--- src/rtl/id_pkg.sv ---
// Shared constants and control-bundle layout for the decode stage.
// Instruction field positions, EXE/branch encodings, ID/EXE control bits.
package id_pkg;

  localparam int SRC1_HI = 25;
  localparam int SRC1_LO = 21;
  localparam int SRC2_HI = 20;
  localparam int SRC2_LO = 16;
  localparam int RD_HI   = 15;
  localparam int RD_LO   = 11;
  localparam int IMM_W   = 16;

  localparam logic [3:0] EXE_NOP = 4'd0;
  localparam logic [3:0] EXE_MOV = 4'd1;
  localparam logic [3:0] EXE_ADD = 4'd2;
  localparam logic [3:0] EXE_SUB = 4'd3;
  localparam logic [3:0] EXE_AND = 4'd4;
  localparam logic [3:0] EXE_OR  = 4'd5;
  localparam logic [3:0] EXE_XOR = 4'd6;
  localparam logic [3:0] EXE_SLL = 4'd7;
  localparam logic [3:0] EXE_SRL = 4'd8;

  localparam logic [1:0] NO_BR  = 2'd0;
  localparam logic [1:0] BR_BEZ = 2'd1;
  localparam logic [1:0] BR_BNE = 2'd2;
  localparam logic [1:0] BR_JMP = 2'd3;

  typedef struct packed {
    logic       valid;
    logic [3:0] exe_cmd;
    logic [1:0] br_type;
    logic       mem_r_en;
    logic       mem_w_en;
    logic       wb_en;
  } id_ex_ctrl_t;

endpackage

--- src/rtl/id_stage_pipe_regfile_bypass.sv ---
// Register file with r0 hardwired to zero and an optional WB write-through.
// Reads are combinational; writes land on the rising clock edge.
module regfile_bypass #(
  parameter int DATA_W    = 32,
  parameter int REG_AW    = 5,
  parameter int WB_BYPASS = 1
) (
  input  logic              clk,
  input  logic              rst,
  input  logic [REG_AW-1:0] ra1,
  input  logic [REG_AW-1:0] ra2,
  output logic [DATA_W-1:0] rd1,
  output logic [DATA_W-1:0] rd2,
  input  logic              we,
  input  logic [REG_AW-1:0] wa,
  input  logic [DATA_W-1:0] wd
);

  localparam int  NREG = 1 << REG_AW;
  localparam bit  BYP  = (WB_BYPASS != 0);

  logic [DATA_W-1:0] mem [NREG];

  always_ff @(posedge clk or posedge rst) begin
    if (rst) begin
      for (int i = 0; i < NREG; i++) begin
        mem[i] <= '0;
      end
    end else if (we && (wa != '0)) begin
      mem[wa] <= wd;
    end
  end

  // r0 reads zero even though its storage is never written
  always_comb begin
    rd1 = '0;
    if (ra1 != '0) begin
      if (BYP && we && (wa == ra1)) rd1 = wd;
      else                          rd1 = mem[ra1];
    end
  end

  always_comb begin
    rd2 = '0;
    if (ra2 != '0) begin
      if (BYP && we && (wa == ra2)) rd2 = wd;
      else                          rd2 = mem[ra2];
    end
  end

endmodule

--- src/rtl/id_stage_pipe.sv ---
// Decode stage: operand fetch, sign extend, load-use stall, flush,
// and the ID/EXE pipeline register feeding EXE.
module id_stage_pipe
  import id_pkg::*;
#(
  parameter int DATA_W    = 32,
  parameter int REG_AW    = 5,
  parameter int WB_BYPASS = 1
) (
  input  logic              clk,
  input  logic              rst,
  input  logic              instr_valid,
  input  logic [31:0]       instr,
  input  logic              ctrl_is_imm,
  input  logic [3:0]        ctrl_exe_cmd,
  input  logic [1:0]        ctrl_br_type,
  input  logic              ctrl_mem_r_en,
  input  logic              ctrl_mem_w_en,
  input  logic              ctrl_wb_en,
  input  logic              wb_we,
  input  logic [REG_AW-1:0] wb_dest,
  input  logic [DATA_W-1:0] wb_data,
  input  logic              flush,
  output logic              stall,
  output logic              ex_valid,
  output logic [REG_AW-1:0] ex_dest,
  output logic [REG_AW-1:0] ex_src1,
  output logic [REG_AW-1:0] ex_src2,
  output logic [DATA_W-1:0] ex_val1,
  output logic [DATA_W-1:0] ex_val2,
  output logic [DATA_W-1:0] ex_reg2,
  output logic [3:0]        ex_exe_cmd,
  output logic [1:0]        ex_br_type,
  output logic              ex_mem_r_en,
  output logic              ex_mem_w_en,
  output logic              ex_wb_en
);

  logic [REG_AW-1:0] src1;
  logic [REG_AW-1:0] src2;
  logic [REG_AW-1:0] rd_f;
  logic [REG_AW-1:0] dest;
  logic [DATA_W-1:0] reg1;
  logic [DATA_W-1:0] reg2;
  logic [DATA_W-1:0] imm_ext;
  logic [DATA_W-1:0] val2;
  logic              uses_src2;
  logic              hazard;
  logic              bubble;

  id_ex_ctrl_t ctrl_d;
  id_ex_ctrl_t ctrl_q;

  logic [REG_AW-1:0] dest_q;
  logic [REG_AW-1:0] src1_q;
  logic [REG_AW-1:0] src2_q;
  logic [DATA_W-1:0] val1_q;
  logic [DATA_W-1:0] val2_q;
  logic [DATA_W-1:0] reg2_q;

  assign src1 = REG_AW'(instr[SRC1_HI:SRC1_LO]);
  assign src2 = REG_AW'(instr[SRC2_HI:SRC2_LO]);
  assign rd_f = REG_AW'(instr[RD_HI:RD_LO]);

  regfile_bypass #(
    .DATA_W    (DATA_W),
    .REG_AW    (REG_AW),
    .WB_BYPASS (WB_BYPASS)
  ) u_rf (
    .clk (clk),
    .rst (rst),
    .ra1 (src1),
    .ra2 (src2),
    .rd1 (reg1),
    .rd2 (reg2),
    .we  (wb_we),
    .wa  (wb_dest),
    .wd  (wb_data)
  );

  assign imm_ext = DATA_W'($signed(instr[IMM_W-1:0]));
  assign val2    = ctrl_is_imm ? imm_ext : reg2;
  assign dest    = ctrl_is_imm ? src2 : rd_f;

  assign uses_src2 = !ctrl_is_imm || ctrl_mem_w_en;

  assign hazard = instr_valid && ctrl_q.valid && ctrl_q.mem_r_en
               && (dest_q != '0)
               && ((dest_q == src1)
                   || (uses_src2 && (dest_q == src2)));

  assign stall  = hazard && !flush;
  assign bubble = flush || hazard;

  // an invalid slot still loads data, but must not act downstream
  always_comb begin
    ctrl_d          = '0;
    ctrl_d.exe_cmd  = ctrl_exe_cmd;
    if (instr_valid) begin
      ctrl_d.valid    = 1'b1;
      ctrl_d.br_type  = ctrl_br_type;
      ctrl_d.mem_r_en = ctrl_mem_r_en;
      ctrl_d.mem_w_en = ctrl_mem_w_en;
      ctrl_d.wb_en    = ctrl_wb_en;
    end
  end

  always_ff @(posedge clk or posedge rst) begin
    if (rst) begin
      ctrl_q <= '0;
      dest_q <= '0;
      src1_q <= '0;
      src2_q <= '0;
      val1_q <= '0;
      val2_q <= '0;
      reg2_q <= '0;
    end else if (bubble) begin
      ctrl_q <= '0;
      dest_q <= '0;
      src1_q <= '0;
      src2_q <= '0;
      val1_q <= '0;
      val2_q <= '0;
      reg2_q <= '0;
    end else begin
      ctrl_q <= ctrl_d;
      dest_q <= dest;
      src1_q <= src1;
      src2_q <= src2;
      val1_q <= reg1;
      val2_q <= val2;
      reg2_q <= reg2;
    end
  end

  assign ex_valid    = ctrl_q.valid;
  assign ex_exe_cmd  = ctrl_q.exe_cmd;
  assign ex_br_type  = ctrl_q.br_type;
  assign ex_mem_r_en = ctrl_q.mem_r_en;
  assign ex_mem_w_en = ctrl_q.mem_w_en;
  assign ex_wb_en    = ctrl_q.wb_en;
  assign ex_dest     = dest_q;
  assign ex_src1     = src1_q;
  assign ex_src2     = src2_q;
  assign ex_val1     = val1_q;
  assign ex_val2     = val2_q;
  assign ex_reg2     = reg2_q;

endmodule

--- config.mk ---
export PLATFORM = sky130hd
export DESIGN_NAME = id_stage_pipe
export DESIGN_NICKNAME = d
export VERILOG_FILES = /design/src/rtl/id_pkg.sv /design/src/rtl/id_stage_pipe_regfile_bypass.sv /design/src/rtl/id_stage_pipe.sv
export SDC_FILE = /design/constraint.sdc
export NUM_CORES = 2
export LEC_CHECK = 0
export ABC_CLOCK_PERIOD_IN_PS = 37600
export CELL_PAD_IN_SITES_DETAIL_PLACEMENT = 1
export CELL_PAD_IN_SITES_GLOBAL_PLACEMENT = 1
export CORE_MARGIN = 2
export CORE_UTILIZATION = 45
export CTS_CLUSTER_SIZE = 30
export DETAILED_ROUTE_END_ITERATION = 6
export PLACE_DENSITY = 0.79
export SLEW_MARGIN = 20
export SYNTH_ARGS = -nofsm -noshare
export SYNTH_HDL_FRONTEND = slang
export SYNTH_SLANG_ARGS = --single-unit
--- constraint.sdc ---
create_clock -name clk -period 37.6 [get_ports clk]
set_input_delay 7.52 -clock clk [delete_from_list [all_inputs] [get_ports clk]]
set_output_delay 7.52 -clock clk [all_outputs]
set_load 0.03 [all_outputs]
==> results.py <==
metrics = {
    "status": {
        "outcome": "finished, final reports clean",
    },
    "layout": {
        "nFillCells": 12200,
        "fin_nets": 3958,
        "multi_input_area_um2": 28400,
        "final_cell_mix": "1145 x dfrtp_1, 992 x mux2_2, 505 x mux4_2",
        "syn_to_final_growth_pct": 12.6,
        "regArea_um2": 28700,
        "final_common_cell": "dfrtp_1",
        "drive_gt1_share_pct": 47.3,
    },
    "route": {
        "drcViolationCount": 0,
        "drtIter0Drc": 4197,
        "vias": 38500,
        "drtPass1Iterations": 7,
        "drt_wl_total_mm": 200,
        "detail_route.wl_per_cell_um": 35.0,
        "routed_via_density": 6.74,
        "antenna_left": 0,
    },
    "sta": {
        "drv_slew": 0,
        "fin_skew_ps": 47.6,
        "setup_violations": 0,
        "hold_ws_ps": 399,
        "layout_min_cycle_time_ps": 17490,
        "max_freq_ghz": 0.0572,
        "hold_violations": 0,
        "relSlewSlack_pct": 21.8,
        "rsz0062_at_grt": "no",
        "fin_setup_tns_ps": 0,
        "fin_ws_ps": 20110,
        "tightest_slew_ps": 1160,
        "finalCritPeriodShare_pct": 46.5,
    },
    "power": {
        "p_leak_nw": 28.5,
        "peakVddDrop_uv": 39.4,
        "p_per_area_nw_per_um2": 54.8,
        "power.total_mw": 3.63,
    },
    "setup_path": {
        "cp_data_required_time_ps": 30080,
        "arrival_ps": 9970,
        "crit_top_cell": "clkdlybuf4s50_1",
        "crit_family": "buffers and inverters",
        "crit_chain": "clkdlybuf4s50_1, inv_1, o21ai_0, o22ai_1, nand2_1, nor2_1, clkdlybuf4s50_1",
        "max_stage_delay_ps": 800,
        "endpoint_kind": "primary output",
        "ff2ff_path_depth": 8,
        "cp.buffers_inverters": 3,
        "crit_fanout": 17,
        "crit_start": "ctrl_is_imm",
        "r2r_start": "ex_dest[0]$_DFF_PP0_",
        "path_class": "input pin to primary output",
        "crit_path_start_kind": "input pin",
        "critPathSlowestCell": "clkdlybuf4s50_1",
        "worst-path-stages": 7,
    },
    "clock_tree": {
        "clock_path_buffers": 3,
        "root_buffer": "clkbuf_16",
        "hold_buffers": 0,
        "path_clk_slew_ps": 60,
        "ctsResizeCount": 0,
        "cts.sinks": 1145,
        "cts_inserted_buffers": 120,
        "postCtsSetupBuffers": 0,
        "cts_htree_levels": 3,
        "tritoncts": "done",
        "clock_latency_ps": 750,
    },
    "synthesis": {
        "synth_edf_count": 0,
        "synth_area_leaders": "dfrtp_1 49%, mux4_2 19%, mux2_2 19%, mux2i_1 3.3%, clkbuf_1 1.4%",
        "synth-seq-area-share_pct": 48.7,
        "ys_ff_latch": 1145,
        "synthArstFlopShare_pct": 100,
        "syn_area_um2": 58800,
        "synth_cells": 3879,
        "synth_warnings": 0,
        "synth_top_area_share_pct": 48.7,
        "synth_largest_area_cell": "dfrtp_1",
        "syn-num-nets": 3963,
        "ys_types": 44,
        "yosys_most_used_dff": "dfrtp_1",
        "synth_area_per_cell_um2": 15.2,
    },
    "global_routing": {
        "antenna_found_initial": 12,
        "grt_max_degree": 160,
        "grt_pass1_wl_mm": 294,
        "grt_pass1_vias": 41300,
        "grt-ovfl-total": 0,
        "grtUsageTotal_pct": 30.2,
    },
    "worst_hold_path": {
        "whs_path_depth": 0,
        "hold_class": "register to register",
        "holdCritStartpoint": "u_rf.mem[1008]$_DFFE_PP0P_",
    },
    "floorplan": {
        "start_util_pct": 45.3,
        "die_x_um": 365,
        "die_h_um": 365,
        "row_count": 132,
        "dieArea_um2": 134000,
        "core_um2": 130000,
        "ios": 206,
    },
    "place": {
        "hpwl_mm": 114,
        "gp_congestion": 0.819,
        "io_buffers": 199,
        "post-place-ws_ps": 20140,
    },
    "job": {
        "max-cap-violations": 0,
    },
}
[sequential cells by signal (all words and copies together), names as in the netlist]
name	cells
u_rf.mem	1024
ex_reg2	32
ex_val1	32
ex_val2	32
ex_dest	5
ex_src1	5
ex_src2	5
ex_exe_cmd	4
ex_br_type	2
ex_mem_r_en	1
ex_mem_w_en	1
ex_valid	1
ex_wb_en	1
[layout make-up]
| class | count | share of cell area [%] |
|---|---|---|
| clock inverters | 45 | 0.860 |
| diodes | 3 | 0.0113 |
| well taps | 1742 | 3.29 |
| multi-input cells | 2286 | 42.9 |
| flip-flops and latches | 1145 | 43.3 |
| inverters | 11 | 0.0680 |
| clock buffers | 176 | 5.39 |
| repair buffers | 310 | 4.26 |
[power by group]
part           switching [mW]  internal [mW]  total [mW]
registers               0.176           1.46        1.63
clock network           0.526          0.736        1.26
logic                   0.318          0.419       0.737
[kinds of logic (layout without fill, tap and decap cells)]
kind of cell / after synthesis / in the layout / synth area share (%)
compound gates: 305 / 305 / 3.66
flops: 1145 / 1145 / 48.7
xor+xnor: 20 / 20 / 0.298
other cells: 0 / 3 / 0
buf+inv: 448 / 542 / 3.45
mux: 1693 / 1693 / 41.7
simple gates: 268 / 268 / 2.17
[cells in the mapped netlist (35+ instances only)]
library cell and number:
mux4_2 505, nor2_1 82, buf_1 68, nand2_1 59, dfrtp_1 1145, mux2i_1 196, a22oi_1 109, nand3_1 35
buf_2 105, mux2_2 992, clkbuf_1 226, o21ai_0 35
[per-stage QoR]
stage / utilization (%) / instance area (um2) / std cells
after CTS: 51.1 / 66200 / 5714
after floorplan: - / 58800 / 3879
after global routing: 51.1 / 66200 / 5715
after detailed placement: 47.9 / 62100 / 5493
after global placement: 47.9 / 62100 / 5493
final: 51.1 / 66200 / 5718
[final timing paths]
| check | slack [ps] | endpoint |
|---|---|---|
| max | 20110 | stall |
| min | 400 | u_rf.mem[1008]$_DFFE_PP0P_ |
| max reg2reg | 34290 | ex_val1[26]$_DFF_PP0_ |
| min reg2reg | 400 | u_rf.mem[1008]$_DFFE_PP0P_ |
| max in group asynchronous | 26520 | ex_reg2[16]$_DFF_PP0_ |
| min in group asynchronous | 7130 | u_rf.mem[164]$_DFFE_PP0P_ |
[worst reg2reg max path: stages (launching register included)]
cell      delay, ps
dfrtp_1         460
xnor2_1         180
o21ai_0         120
o22ai_1         190
a21oi_4         370
buf_4           440
o21ai_4         240
buf_4           440
a211oi_1        680
[layer usage]
layer / routed length [um] / track usage (%) / part of all wire [%] / vias to the layer above
met5: 51 / 0 / 0.025 / -
li1: - / - / - / 14900
met2: 92700 / 47.3 / 46 / 1927
met1: 80200 / 40.8 / 40 / 21200
met4: 8580 / 11.5 / 4.3 / 8
met3: 18600 / 7.61 / 9.3 / 515
No activity file was read; power rests on OpenSTA's default activity.
